File: config.mk
export PLATFORM = sky130hd
export DESIGN_NAME = regfile_wb_arbiter_flat
export DESIGN_NICKNAME = d
export VERILOG_FILES = /design/src/rtl/regfile_wb_arbiter_pkg.sv /design/src/rtl/regfile_wb_arbiter_if.sv /design/src/rtl/regfile_wb_arbiter_rr_pick2.sv /design/src/rtl/regfile_wb_arbiter.sv /design/src/flat_wrapper.sv
export SDC_FILE = /design/constraint.sdc
export NUM_CORES = 1
export LEC_CHECK = 0
export ABC_AREA = 1
export CORE_MARGIN = 2
export CORE_UTILIZATION = 46
export DETAILED_ROUTE_END_ITERATION = 16
export HOLD_SLACK_MARGIN = 0.03
export PLACE_DENSITY_LB_ADDON = 0.25
export SKIP_CTS_REPAIR_TIMING = 1
export SYNTH_ARGS = -nofsm -noshare
export SYNTH_HDL_FRONTEND = slang
export SYNTH_SLANG_ARGS = --single-unit
File: constraint.sdc
create_clock -name clk -period 4.14 [get_ports clk]
set_input_delay 0.414 -clock clk [delete_from_list [all_inputs] [get_ports clk]]
set_output_delay 0.414 -clock clk [all_outputs]
set_load 0.02 [all_outputs]
File: src/rtl/regfile_wb_arbiter_pkg.sv
// Shared constants for the register-file write-back path: word/segment widths,
// default requester count and the registered write-port record.
package regfile_wb_arbiter_pkg;

  localparam int WIDTH_SEG  = 5;
  localparam int WIDTH_WORD = 32;
  localparam int NREQ_WB    = 4;
  localparam int NREG       = 2 ** WIDTH_SEG;

  typedef struct packed {
    logic                  write;
    logic [WIDTH_SEG-1:0]  addr;
    logic [WIDTH_WORD-1:0] data;
  } wb_port_t;

  // Width of a pointer into n requesters; never zero so a 1-requester build still elaborates.
  function automatic int ptr_w(input int n);
    return (n > 1) ? $clog2(n) : 1;
  endfunction

endpackage

File: src/rtl/regfile_wb_arbiter_if.sv
// Request bus from the write-back producers into the arbiter.
interface regfile_wb_arbiter_if
  import regfile_wb_arbiter_pkg::*;
#(
  parameter int NREQ = NREQ_WB
);

  // Handshake: requester i raises req_valid[i] with req_addr/req_data slice i and holds
  // all three stable until it sees req_ready[i]; the write transfers on the edge where
  // valid && ready, and valid is never withdrawn before that. hold suppresses all grants.
  logic [NREQ-1:0]            req_valid;
  logic [NREQ*WIDTH_SEG-1:0]  req_addr;
  logic [NREQ*WIDTH_WORD-1:0] req_data;
  logic [NREQ-1:0]            req_ready;
  logic                       hold;

  modport master (
    output req_valid, req_addr, req_data, hold,
    input  req_ready
  );

  modport slave (
    input  req_valid, req_addr, req_data, hold,
    output req_ready
  );

endinterface

File: src/rtl/regfile_wb_arbiter_rr_pick2.sv
// Combinational two-slot round-robin picker: slot 0 is the first valid requester from rr,
// slot 1 the next valid one targeting a different register.
module rr_pick2
  import regfile_wb_arbiter_pkg::*;
#(
  parameter  int NREQ = NREQ_WB,
  localparam int RRW  = ptr_w(NREQ)
) (
  input  logic [NREQ-1:0]           valid,
  input  logic [NREQ*WIDTH_SEG-1:0] addr,
  input  logic [RRW-1:0]            rr,
  output logic [NREQ-1:0]           gnt0,
  output logic [NREQ-1:0]           gnt1,
  output logic                      found0,
  output logic                      found1
);

  logic [WIDTH_SEG-1:0] addr0;
  logic [RRW-1:0]       j;

  always_comb begin
    gnt0   = '0;
    gnt1   = '0;
    found0 = 1'b0;
    found1 = 1'b0;
    addr0  = '0;
    j      = '0;
    for (int k = 0; k < NREQ; k++) begin
      j = RRW'((int'(rr) + k) % NREQ);
      if (valid[j]) begin
        if (!found0) begin
          found0  = 1'b1;
          gnt0[j] = 1'b1;
          addr0   = addr[j*WIDTH_SEG +: WIDTH_SEG];
        end else if (!found1 && (addr[j*WIDTH_SEG +: WIDTH_SEG] != addr0)) begin
          // Same-register requests are left pending so they serialize in priority order.
          found1  = 1'b1;
          gnt1[j] = 1'b1;
        end
      end
    end
  end

endmodule

File: src/rtl/regfile_wb_arbiter.sv
// Write-back arbiter: grants up to two producer writes per cycle onto the two register
// file write ports through output registers, and exports the pending-write mask.
module regfile_wb_arbiter
  import regfile_wb_arbiter_pkg::*;
#(
  parameter  int NREQ = NREQ_WB,
  localparam int RRW  = ptr_w(NREQ)
) (
  input  logic                  clk,
  input  logic                  rst,
  regfile_wb_arbiter_if.slave   bus,
  output logic                  write0,
  output logic [WIDTH_SEG-1:0]  waddr0,
  output logic [WIDTH_WORD-1:0] in0,
  output logic                  write1,
  output logic [WIDTH_SEG-1:0]  waddr1,
  output logic [WIDTH_WORD-1:0] in1,
  output logic [NREG-1:0]       pending,
  output logic [RRW-1:0]        dbg_rr
);

  logic [RRW-1:0]        rr;
  logic [RRW-1:0]        rr_n;
  logic [NREQ-1:0]       gnt0;
  logic [NREQ-1:0]       gnt1;
  logic                  found0;
  logic                  found1;
  logic                  grant_en;
  logic                  take0;
  logic                  take1;
  logic [RRW-1:0]        idx0;
  logic [RRW-1:0]        idx1;
  logic [RRW-1:0]        last_idx;
  logic [WIDTH_SEG-1:0]  sel_addr0;
  logic [WIDTH_SEG-1:0]  sel_addr1;
  logic [WIDTH_WORD-1:0] sel_data0;
  logic [WIDTH_WORD-1:0] sel_data1;
  wb_port_t              port0_q;
  wb_port_t              port1_q;

  rr_pick2 #(
    .NREQ (NREQ)
  ) u_pick (
    .valid  (bus.req_valid),
    .addr   (bus.req_addr),
    .rr     (rr),
    .gnt0   (gnt0),
    .gnt1   (gnt1),
    .found0 (found0),
    .found1 (found1)
  );

  assign grant_en      = !bus.hold && !rst;
  assign take0         = grant_en && found0;
  assign take1         = grant_en && found1;
  assign bus.req_ready = grant_en ? (gnt0 | gnt1) : '0;

  // One-hot grants back to indices and the matching address/data slices.
  always_comb begin
    idx0      = '0;
    idx1      = '0;
    sel_addr0 = '0;
    sel_addr1 = '0;
    sel_data0 = '0;
    sel_data1 = '0;
    for (int k = 0; k < NREQ; k++) begin
      if (gnt0[k]) begin
        idx0      = RRW'(k);
        sel_addr0 = bus.req_addr[k*WIDTH_SEG +: WIDTH_SEG];
        sel_data0 = bus.req_data[k*WIDTH_WORD +: WIDTH_WORD];
      end
      if (gnt1[k]) begin
        idx1      = RRW'(k);
        sel_addr1 = bus.req_addr[k*WIDTH_SEG +: WIDTH_SEG];
        sel_data1 = bus.req_data[k*WIDTH_WORD +: WIDTH_WORD];
      end
    end
  end

  // Slot 1 always lies later in scan order, so it is the last granted when present.
  always_comb begin
    last_idx = found1 ? idx1 : idx0;
    if (int'(last_idx) == NREQ - 1) rr_n = '0;
    else                            rr_n = last_idx + RRW'(1);
  end

  always_ff @(posedge clk) begin
    if (rst) begin
      rr      <= '0;
      port0_q <= '0;
      port1_q <= '0;
    end else begin
      if (take0) rr <= rr_n;
      port0_q.write <= take0;
      port1_q.write <= take1;
      if (take0) begin
        port0_q.addr <= sel_addr0;
        port0_q.data <= sel_data0;
      end
      if (take1) begin
        port1_q.addr <= sel_addr1;
        port1_q.data <= sel_data1;
      end
    end
  end

  always_comb begin
    pending = '0;
    if (port0_q.write) pending[port0_q.addr] = 1'b1;
    if (port1_q.write) pending[port1_q.addr] = 1'b1;
  end

  assign write0 = port0_q.write;
  assign waddr0 = port0_q.addr;
  assign in0    = port0_q.data;
  assign write1 = port1_q.write;
  assign waddr1 = port1_q.addr;
  assign in1    = port1_q.data;
  assign dbg_rr = rr;

endmodule

File: src/flat_wrapper.sv
// flat-port wrapper written by rule: the top's interface ports become plain ports
module regfile_wb_arbiter_flat import regfile_wb_arbiter_pkg::*;
#(
  parameter  int NREQ = NREQ_WB,
  localparam int RRW  = ptr_w(NREQ)
)
  (clk, rst, write0, waddr0, in0, write1, waddr1, in1, pending, dbg_rr, bus_req_valid, bus_req_addr, bus_req_data, bus_hold, bus_req_ready);
  regfile_wb_arbiter_if #(.NREQ(NREQ)) bus_i ();
  input  logic clk;
  input  logic rst;
  output logic write0;
  output logic [WIDTH_SEG-1:0] waddr0;
  output logic [WIDTH_WORD-1:0] in0;
  output logic write1;
  output logic [WIDTH_SEG-1:0] waddr1;
  output logic [WIDTH_WORD-1:0] in1;
  output logic [NREG-1:0] pending;
  output logic [RRW-1:0] dbg_rr;
  input wire logic [$bits(bus_i.req_valid)-1:0] bus_req_valid;
  input wire logic [$bits(bus_i.req_addr)-1:0] bus_req_addr;
  input wire logic [$bits(bus_i.req_data)-1:0] bus_req_data;
  input wire logic [$bits(bus_i.hold)-1:0] bus_hold;
  output wire logic [$bits(bus_i.req_ready)-1:0] bus_req_ready;
  assign bus_i.req_valid = bus_req_valid;
  assign bus_i.req_addr = bus_req_addr;
  assign bus_i.req_data = bus_req_data;
  assign bus_i.hold = bus_hold;
  assign bus_req_ready = bus_i.req_ready;
  regfile_wb_arbiter #(.NREQ(NREQ)) u_core (.clk(clk), .rst(rst), .bus(bus_i), .write0(write0), .waddr0(waddr0), .in0(in0), .write1(write1), .waddr1(waddr1), .in1(in1), .pending(pending), .dbg_rr(dbg_rr));
endmodule
### After elaboration in Yosys (flattened, before gate mapping)

Cells that the tools add are included.

* equal/unequal tests: 4
* add/sub/neg operators: 4
* shift operators: 4
* multiplexer cells: 81
* $mul: 4
* bitwise operators: 7
* magnitude comparators: 12
* reduce and logical (&&, ||, !) cells: 15

Operators by type and width (number)
* $mux 32: 10
* $shiftx 20x6->5: 4
* $mux 4: 17
* $mux 5: 13
* $or 32x32->32: 1
* $mux 1: 25
* $or 4x4->4: 6
* $mul 2x3->5 const B: 4
* $ne 5x5->1: 3
* $lt 2x3->1 const B: 4
* $lt 5x6->1 const B: 2
* $mux 2: 6
* $logic_and 1x1->1: 11
* $demux 1 s5: 2
* $ge 5x1->1 const B: 2
* $bmux 1 s2: 4
* $demux 1 s2: 4
* $ge 2x1->1 const B: 4
* $add 2x1->2 const B: 2
* $add 2x2->2 const B: 2
* $logic_not 1->1: 4
* $eq 2x1->1 const B: 1

* bits in registers: 78
* output and inout bits: 114
* input port bits: 155
* word-level logic and storage cells: 138

### Longest topological paths before layout

Gate-level depths: netlist of run 1.

* word-level depth: 23
* depth in mapped cells: 28
* gate-level depth less buffers: 25

### By module

A second synthesis of run 1 with hierarchy kept.

* cell total of the unflattened synthesis: 1336
* area, all modules: 7086.8 µm²

By module, submodules not included
* regfile_wb_arbiter: sequential area each 1561.5 µm², cells each 1026, times used 1, area each 5632.9 µm²
* rr_pick2: sequential area each 0.0 µm², cells each 310, times used 1, area each 1453.9 µm²

### Least setup slack after synthesis of run 1

Ideal clock, no wire load.

* path kind: reg2out
* start: register u_core.rr[0], in the netlist u_core.dbg_rr[0]
* end: output bus_req_ready[2]
* path buffers: 5
* path slack: 0.666 ns
* stages on the path, launching flop included: 23
* required time: 3.726 ns
* data arrival time: 3.060 ns
* cells stage by stage: dfxtp_1 -> inv_2 -> buf_6 -> buf_6 -> ha_1 -> inv_2 -> clkbuf_1 -> nand2_1 -> nand2_1 -> nand3_1 -> nand3_1 -> nand2_1 -> nor2_1 -> nand3_2 -> nand2_2 -> nand2_4 -> nand2_4 -> nand3_1 -> nand2_2 -> buf_6 -> buf_4 -> o21ai_0 -> inv_1

* cells in the longest elaborated chain, start to end: 19
* elaborated cells between the ends (all ways): 83
* classes of those cells: add/sub: 3; mul: 4; order compare: 8; eq/ne: 3; shift: 4; mux: 47; bitwise: 6; reduce/logical: 8

Ends and longest elaborated chain
* start: declaration: RTL line regfile_wb_arbiter.sv:22 `logic [RRW-1:0] rr;`
* start signal: assignment: RTL line regfile_wb_arbiter.sv:93 `if (take0) rr <= rr_n;`
* $add 2x1->2, or another cell as far along: RTL line regfile_wb_arbiter_rr_pick2.sv:29 `j = RRW'((int'(rr) + k) % NREQ);`
* $mul 2x3->5, or another cell as far along: RTL line regfile_wb_arbiter_rr_pick2.sv:34, regfile_wb_arbiter_rr_pick2.sv:35
* $shiftx 20x6->5 / $mux 5 (equally long branches): RTL line regfile_wb_arbiter_rr_pick2.sv:34, regfile_wb_arbiter_rr_pick2.sv:35, regfile_wb_arbiter_rr_pick2.sv:30
* $ne 5x5->1: RTL line regfile_wb_arbiter_rr_pick2.sv:35 `end else if (!found1 && (addr[j*WIDTH_SEG +: WIDTH_SEG] != addr0)) begin`
* $mux 1: RTL line regfile_wb_arbiter_rr_pick2.sv:35
* $mux 1: RTL line regfile_wb_arbiter_rr_pick2.sv:31 `if (!found0) begin`
* $mux 1: RTL line regfile_wb_arbiter_rr_pick2.sv:30 `if (valid[j]) begin`
* $logic_not 1->1: RTL line regfile_wb_arbiter_rr_pick2.sv:35
* [3 not listed]
* $mux 1: RTL line regfile_wb_arbiter_rr_pick2.sv:30
* $logic_not 1->1: RTL line regfile_wb_arbiter_rr_pick2.sv:35
* $logic_and 1x1->1: RTL line regfile_wb_arbiter_rr_pick2.sv:35
* $mux 4: RTL line regfile_wb_arbiter_rr_pick2.sv:35
* $mux 4: RTL line regfile_wb_arbiter_rr_pick2.sv:31
* $mux 4: RTL line regfile_wb_arbiter_rr_pick2.sv:30
* $or 4x4->4 (*): RTL line regfile_wb_arbiter.sv:56 `assign bus.req_ready = grant_en ? (gnt0 | gnt1) : '0;`
* $mux 4 (*): RTL line regfile_wb_arbiter.sv:56
* end: declaration: RTL line flat_wrapper.sv:23 `output wire logic [$bits(bus_i.req_ready)-1:0] bus_req_ready;`

Every way passes the cells marked *; elsewhere a longest branch is shown, timed or not. The select of a mux whose other input is x is not followed.

### Worst setup path after layout of run 1

Ends and elaborated chain as after synthesis.

==> reports/metrics.csv, run 1 <==
stage,metric,value,unit
sta,measured slew at the worst slew-check pin,1.19,ns
power_and_ir_drop,Pwr per Cell Area,811,nW/um2
worst_setup_path,kind of end point of the critical path,output port,
global_routing,number of antenna violations at the first check in global routing,0,
logic_synthesis,Yosys cell types,35,
logic_synthesis,Synth Cell Area,7210,um2
worst_setup_path,CP arrival,3.48,ns
sta,timing-limited maximum frequency,257,MHz
clock_tree,insertion delay to the later sink of the worst-skew pair,0.35,ns
detailed_routing,Final Routed Wirelength,30700,um
logic_synthesis,area fraction of the dominant cell type after synthesis,21.7,%
detailed_routing,post-detailed-route DRC marker count,0,
final_layout,net count of the finished layout,1698,
worst_setup_path,crit-path max FO,13,
logic_synthesis,"top cells by count, synth","410 x sky130_fd_sc_hd__nand2_1, 176 x sky130_fd_sc_hd__nand3_1, 124 x sky130_fd_sc_hd__inv_1",
clock_tree,TritonCTS clock tree,yes,
final_layout,synth-to-layout area growth,42.2,%
placement,pre-CTS worst setup slack,0.414,ns
global_routing,met2 Usage GRT,60.2,%
sta,Final Setup Violations,0,
sta,final critical delay including setup and external delays,3.89,ns
sta,slack of the critical path,0.245,ns
worst_setup_path,critical path launch point type,flop,
final_layout,Fill cells,1414,
global_routing,total congestion overflow,0,
final_layout,# diodes,0,
power_and_ir_drop,part of the power in combinational logic,76.7,%
sta,hold_ws,0.467,ns
sta,setup TNS after final layout,0,ns
sta,Slew HR,20.6,%
logic_synthesis,Synth Register Bits,78,
global_routing,global-route wire length before repair,47100,um
worst_hold_path,class of the most critical hold timing path,reg2reg,
floorplan,IO Pins,269,
placement,placer's final routability congestion estimate,1.02,
final_layout,fraction of layout cells with a size suffix above 1,5.76,%
power_and_ir_drop,internal power consumption,0.00351,W
logic_synthesis,async set-reset flop share out of synthesis,0,%
detailed_routing,number of violations reported at the end of detailed-routing iteration 0,1005,
power_and_ir_drop,part of the power in registers,13.9,%
worst_setup_path,type of the worst setup path,reg2out,
floorplan,placeable core area,15300,um2
global_routing,global-route track usage on met1,42.7,%
logic_synthesis,sequential element share of the synthesized area,21.7,%
logic_synthesis,synthesized netlist cell count,1311,
floorplan,Initial Util,47.2,%
final_layout,Layout Cells excl Fill,1755,
power_and_ir_drop,Net Switching,0.00481,W
run,reported max-cap violation count,0,
floorplan,count of standard-cell rows,45,
power_and_ir_drop,largest vdd supply drop,0.737,mV
logic_synthesis,syn nets,1470,
logic_synthesis,count of synthesis-stage warnings from yosys,0,
worst_setup_path,required time of the critical path,3.73,ns
logic_synthesis,cell with the most instances after synthesis,sky130_fd_sc_hd__nand2_1,
detailed_routing,drt via density,5.68,
placement,Post-Place Cells,1739,
placement,Buffers on Ports,268,
clock_tree,clk root buf,sky130_fd_sc_hd__clkbuf_16,
detailed_routing,post-detailed-route wirelength per cell,17.5,um
power_and_ir_drop,Leak,4.54,nW
logic_synthesis,most area-hungry cell type in the Yosys netlist,sky130_fd_sc_hd__dfxtp_1,
clock_tree,maximum clock path buffer count,2,
floorplan,Die ar.,16700,um2
detailed_routing,number of detailed-routing iterations run before antenna repair,8,
floorplan,chip width,129,um
sta,worst clock skew on the final layout,0.00850,ns
logic_synthesis,cell types with the largest area share after synthesis,"sky130_fd_sc_hd__dfxtp_1 22%, sky130_fd_sc_hd__nand2_1 21%, sky130_fd_sc_hd__nand3_1 12%, sky130_fd_sc_hd__o21ai_0 7.7%, sky130_fd_sc_hd__a21oi_1 7.5%",
global_routing,GR peak layer,met2,
global_routing,number of global-route vias before repair,9070,
clock_tree,maximum level of the CTS H-tree,3,
global_routing,met3 capacity usage during global routing,7.93,%
sta,final hold viol count,0,
global_routing,gr usage total,35.7,%
floorplan,chip height,129,um
power_and_ir_drop,post-route total power,0.00832,W
sta,RSZ-0062 raised after global routing,false,
logic_synthesis,number of enable flip-flop cells after synthesis,0,
status,status,"complete, no violations",
power_and_ir_drop,clock group share of total power,9.5,%
detailed_routing,DR vias,9960,
clock_tree,clock-pin slew on the worst setup and hold paths,0.07,ns
logic_synthesis,Avg Synthesized Cell Area,5.50,um2
power_and_ir_drop,net switching share of the total power,57.8,%
sta,final worst path period share,94.1,%
clock_tree,clock sink total,78,
global_routing,pin count of the biggest net entering global routing,50,
placement,detailed placer's ending HPWL,21700,um
detailed_routing,post-detailed-route count of antenna-violating nets,0,
sta,Slew Limit Fails,0,
logic_synthesis,Main synth FF type,sky130_fd_sc_hd__dfxtp_1,
clock_tree,total CTS buffers,9,
==> cell type report <==
cell class                 instances  area [um2]  share of cell area (%)
clock buffer                       9         225                    2.20
clock inverter                     7        55.1                   0.537
inverter                         148         561                    5.47
multi-input combinational       1007        4700                    45.8
sequential                        78        1560                    15.2
tap                              211         264                    2.57
timing repair buffer             295        2890                    28.2
==> kinds of logic after synthesis <==
kind of cell | count (synthesis) | synth area share, %
simple gates | 711 | 42.1
buf+inv | 226 | 13.8
flops | 78 | 21.7
compound gates | 292 | 21.7
fa+ha+maj | 4 | 0.694
==> power by group through the flow <==
stage | combinational (W) | sequential, W | clock [W]
floorplan | 0.00411 | 0.00140 | 0
global placement | 0.00613 | 0.00116 | 0
detailed placement | 0.00618 | 0.00116 | 0
CTS | 0.00621 | 0.00115 | 0.000785
global route | 0.00694 | 0.00117 | 0.000817
finish | 0.00638 | 0.00115 | 0.000787
==> layout by cell type (no fill, tap or decap), drive strengths merged, types with 4 or more instances in the layout <==
cell type      Yosys  final
nor3              11     11
inv              139    142
buf               44     28
nand2            421    421
o22ai             10     10
clkbuf            34      9
clkinv             9     11
a21oi            115    115
dfxtp             78     78
clkdlybuf4s50      0    265
nor2              90     90
ha                 4      4
a31oi             37     37
nand3b             7      7
o21ai            125    125
nand3            180    180
==> sequential cells by signal (all words and copies together), names as in the netlist <==
| signal | flops |
|---|---|
| u_core.waddr1 | 5 |
| u_core.in1 | 32 |
| u_core.write0 | 1 |
| u_core.write1 | 1 |
| u_core.waddr0 | 5 |
| u_core.dbg_rr | 2 |
| u_core.in0 | 32 |
==> metrics by stage <==
step / utilization [%] / instance area, um2
after floorplan: - / 7210
after global placement: 65.3 / 9960
after detailed placement: 65.3 / 9960
after CTS: 67.1 / 10200
after global routing: 67.2 / 10300
final: 67.2 / 10300
==> worst max-delay path, cell delays in order (launching register included) <==
cell                              delay [ns]
sky130_fd_sc_hd__dfxtp_1                0.36
sky130_fd_sc_hd__inv_2                  0.05
sky130_fd_sc_hd__ha_1                   0.33
sky130_fd_sc_hd__buf_4                  0.22
sky130_fd_sc_hd__nand3_1                0.10
sky130_fd_sc_hd__nand2_1                0.14
sky130_fd_sc_hd__nand2_2                0.10
sky130_fd_sc_hd__nor2_4                 0.21
sky130_fd_sc_hd__nand2_1                0.11
sky130_fd_sc_hd__nand3b_1               0.10
sky130_fd_sc_hd__nand2_1                0.05
sky130_fd_sc_hd__nor2_1                 0.16
sky130_fd_sc_hd__nand2_1                0.18
sky130_fd_sc_hd__nand3_1                0.14
sky130_fd_sc_hd__nand2_2                0.09
sky130_fd_sc_hd__o21ai_0                0.16
sky130_fd_sc_hd__inv_1                  0.06
sky130_fd_sc_hd__clkdlybuf4s50_1        0.57
==> routing by layer <==
layer  up-vias  part of all wire, %
met5         -                    0
li1       4749                    -
met1      4409                   38
met3       121                   11
met4         0                  4.9
met2       681                   46
==> final timing paths <==
path / to / slack, ns / from / cells after the start
setup / recovery: bus_req_ready[2] / 0.25 / u_core.dbg_rr[0]$_SDFFE_PP0P_ / 17
hold / removal: u_core.in1[30]$_SDFFE_PP0P_ / 0.47 / u_core.in1[30]$_SDFFE_PP0P_ / 2
setup reg to reg: u_core.in1[5]$_SDFFE_PP0P_ / 0.44 / u_core.dbg_rr[0]$_SDFFE_PP0P_ / 21
hold reg to reg: u_core.in1[30]$_SDFFE_PP0P_ / 0.47 / u_core.in1[30]$_SDFFE_PP0P_ / 2
Note: power is estimated with default switching activity, not from simulation.
==> run 2: changes to the inputs <==
Settings changed: CORE_ASPECT_RATIO set to 0.7.
==> reports/metrics.csv, run 2 (synthesis results as in run 1) <==
stage,metric,value,unit,change
clock_tree,total CTS buffers,9,,unchanged
worst_setup_path,Crit path largest cell delay,0.54,ns,was 0.57 ns
worst_setup_path,kind of end point of the critical path,output port,,unchanged
global_routing,number of global-route vias before repair,8907,,was 9070
power_and_ir_drop,net switching share of the total power,57.1,%,was 57.8%
sta,final critical delay including setup and external delays,3.95,ns,was 3.89 ns
worst_setup_path,CP arrival,3.53,ns,was 3.48 ns
worst_setup_path,type of the worst setup path,reg2out,,unchanged
placement,Buffers on Ports,268,,unchanged
final_layout,total non-filler cell area in the finished layout,10300,um2,about the same
power_and_ir_drop,internal power consumption,0.00362,W,was 0.00351 W
global_routing,pin count of the biggest net entering global routing,76,,was 50
detailed_routing,number of detailed-routing iterations run before antenna repair,6,,was 8
power_and_ir_drop,part of the power in registers,13.6,%,was 13.9%
clock_tree,maximum level of the CTS H-tree,3,,unchanged
detailed_routing,drt via density,5.61,,was 5.68
detailed_routing,post-detailed-route DRC marker count,0,,unchanged
worst_setup_path,critical register-to-register path startpoint,u_core.dbg_rr[1]$_SDFFE_PP0P_,,was u_core.dbg_rr[0]$_SDFFE_PP0P_
sta,Final Setup Violations,0,,unchanged
power_and_ir_drop,Net Switching,0.00483,W,was 0.00481 W
final_layout,Layout Cells excl Fill,1745,,was 1755
clock_tree,clock sink total,78,,unchanged
power_and_ir_drop,Leak,4.54,nW,about the same
run,reported max-cap violation count,0,,unchanged
final_layout,"commonest cells after routing, fill and taps aside","408 x sky130_fd_sc_hd__nand2_1, 267 x sky130_fd_sc_hd__clkdlybuf4s50_1, 176 x sky130_fd_sc_hd__nand3_1",,"was 410 x sky130_fd_sc_hd__nand2_1, 265 x sky130_fd_sc_hd__clkdlybuf4s50_1, 176 x sky130_fd_sc_hd__nand3_1"
worst_hold_path,class of the most critical hold timing path,reg2reg,,unchanged
placement,detailed placer's ending HPWL,20900,um,was 21700 um
final_layout,synth-to-layout area growth,43.0,%,was 42.2%
worst_setup_path,Reg2Reg Setup Slack,0.45,ns,was 0.44 ns
detailed_routing,post-detailed-route count of antenna-violating nets,0,,unchanged
power_and_ir_drop,largest vdd supply drop,0.902,mV,was 0.737 mV
clock_tree,insertion delay to the later sink of the worst-skew pair,0.36,ns,was 0.35 ns
final_layout,final core utilization,66.9,%,was 67.2%
worst_setup_path,critical path launch point type,flop,,unchanged
placement,area of placed instances,9990,um2,was 9960 um2
global_routing,total congestion overflow,0,,unchanged
worst_setup_path,cell mode on critical path,sky130_fd_sc_hd__inv_1,,was sky130_fd_sc_hd__nand2_1
final_layout,net count of the finished layout,1699,,was 1698
global_routing,global-route wire length before repair,46500,um,was 47100 um
floorplan,IO Pins,269,,unchanged
worst_hold_path,Hold Startpoint,u_core.in1[17]$_SDFFE_PP0P_,,was u_core.in1[30]$_SDFFE_PP0P_
floorplan,Die ar.,16700,um2,about the same
floorplan,chip height,109,um,was 129 um
global_routing,gr usage total,34.7,%,was 35.7%
detailed_routing,Final Routed Wirelength,29900,um,was 30700 um
worst_setup_path,list of cells traversed by the critical path,inv_1 > ha_1 > clkinv_2 > nand3_1 > nand2_1 > nand2_2 > inv_2 > nand2_1 > inv_1 > a31oi_1 > o21ai_4 > o21ai_0 > inv_1 > clkdlybuf4s50_1,,was inv_2 > ha_1 > buf_4 > nand3_1 > nand2_1 > nand2_2 > nor2_4 > nand2_1 > nand3b_1 > nand2_1 > nor2_1 > nand2_1 > nand3_1 > nand2_2 > o21ai_0 > inv_1 > clkdlybuf4s50_1
worst_hold_path,number of stages on the worst hold path,2,,unchanged
detailed_routing,number of violations reported at the end of detailed-routing iteration 0,927,,was 1005
clock_tree,TritonCTS clock tree,yes,,unchanged
clock_tree,clock-pin slew on the worst setup and hold paths,0.07,ns,about the same
final_layout,Fill cells,1479,,was 1414
worst_setup_path,cell at the slowest stage of the critical path,sky130_fd_sc_hd__clkdlybuf4s50_1,,unchanged
floorplan,chip width,154,um,was 129 um
detailed_routing,DR vias,9789,,was 9960
sta,final worst path period share,95.4,%,was 94.1%
sta,final hold viol count,0,,unchanged
floorplan,count of standard-cell rows,38,,was 45
placement,Post-Place Cells,1729,,was 1739
sta,measured slew at the worst slew-check pin,1.01,ns,was 1.19 ns
final_layout,fraction of layout cells with a size suffix above 1,6.02,%,was 5.76%
final_layout,# diodes,0,,unchanged
worst_setup_path,crit-path max FO,19,,was 13
worst_hold_path,worst hold endpoint,u_core.in1[17]$_SDFFE_PP0P_,,was u_core.in1[30]$_SDFFE_PP0P_
worst_setup_path,required time of the critical path,3.73,ns,about the same
clock_tree,maximum clock path buffer count,2,,unchanged
sta,Slew HR,31.9,%,was 20.6%
power_and_ir_drop,Pwr per Cell Area,820,nW/um2,was 811 nW/um2
sta,Slew Limit Fails,0,,unchanged
worst_setup_path,Reg-to-Reg End,u_core.waddr0[1]$_SDFFE_PP0P_,,was u_core.in1[5]$_SDFFE_PP0P_
floorplan,Initial Util,46.8,%,was 47.2%
worst_setup_path,start point of the critical path,u_core.dbg_rr[1]$_SDFFE_PP0P_,,was u_core.dbg_rr[0]$_SDFFE_PP0P_
status,status,"complete, no violations",,unchanged
worst_setup_path,FF-to-FF path depth,17,,was 21
power_and_ir_drop,clock group share of total power,10.3,%,was 9.5%
clock_tree,clk root buf,sky130_fd_sc_hd__clkbuf_16,,unchanged
final_layout,"most common cell after layout, fill and taps aside",sky130_fd_sc_hd__nand2_1,,unchanged
placement,placer's final routability congestion estimate,0.982,,was 1.02
detailed_routing,post-detailed-route wirelength per cell,17.1,um,was 17.5 um
sta,worst clock skew on the final layout,0.00789,ns,was 0.00850 ns
power_and_ir_drop,part of the power in combinational logic,76.1,%,was 76.7%
global_routing,number of antenna violations at the first check in global routing,0,,unchanged
sta,timing-limited maximum frequency,253,MHz,was 257 MHz
floorplan,placeable core area,15400,um2,was 15300 um2
sta,RSZ-0062 raised after global routing,true,,was false
==> run 2: power groups by stage <==
stage,combinational (W),clock [W],sequential (W)
final,0.00643,0.000866,0.00115
after global routing,0.00704,0.000896,0.00118
after CTS,0.00627,0.000867,0.00115
after detailed placement,0.00623,0,0.00116
after global placement,0.00617,0,0.00116
after floorplan,0.00411,0,0.00140
==> run 2: routing by layer <==
metal	global-route usage, %	wire (um)
met5	0	0
met4	12.7	751
met3	7.87	3330
met2	55.1	13100
met1	46.5	12700
==> run 2: critical path: cells and delay by family, from the launching register on <==
family / cells / cell delay (ns)
buffers and inverters: 6 / 1.09
AO/OA/AOI/OAI: 3 / 0.80
AND/OR/NAND/NOR: 4 / 0.63
flip-flops: 1 / 0.36
adder cells (fa/ha/maj): 1 / 0.30
==> run 2: layout make-up <==
type	instances	area, um2	area share, %
Sequential cell	78	1560	15.1
Clock buffer	9	225	2.18
Clock inverter	7	80.1	0.777
Timing Repair Buffer	296	2930	28.4
Tap cell	200	250	2.43
Inverter	148	559	5.43
Multi-Input combinational cell	1007	4710	45.7
==> run 2: stage by stage <==
stage	power (W)	worst slack, ns	TNS, ns	hold WS, ns
floorplan	0.00551	0.666	0	0.540
global placement	0.00732	0.339	0	0.454
detailed placement	0.00739	0.307	0	0.457
CTS	0.00828	0.114	0	0.467
global route	0.00912	-0.0701	-0.0701	0.481
finish	0.00845	0.192	0	0.465
==> run 2: worst max path at each step <==
| stage | endpoint | cells past startpoint |
|---|---|---|
| floorplan | bus_req_ready[2] | 22 |
| global placement | bus_req_ready[1] | 18 |
| detailed placement | bus_req_ready[1] | 18 |
| CTS | bus_req_ready[1] | 18 |
| global route | bus_req_ready[1] | 19 |
| finish | bus_req_ready[1] | 14 |
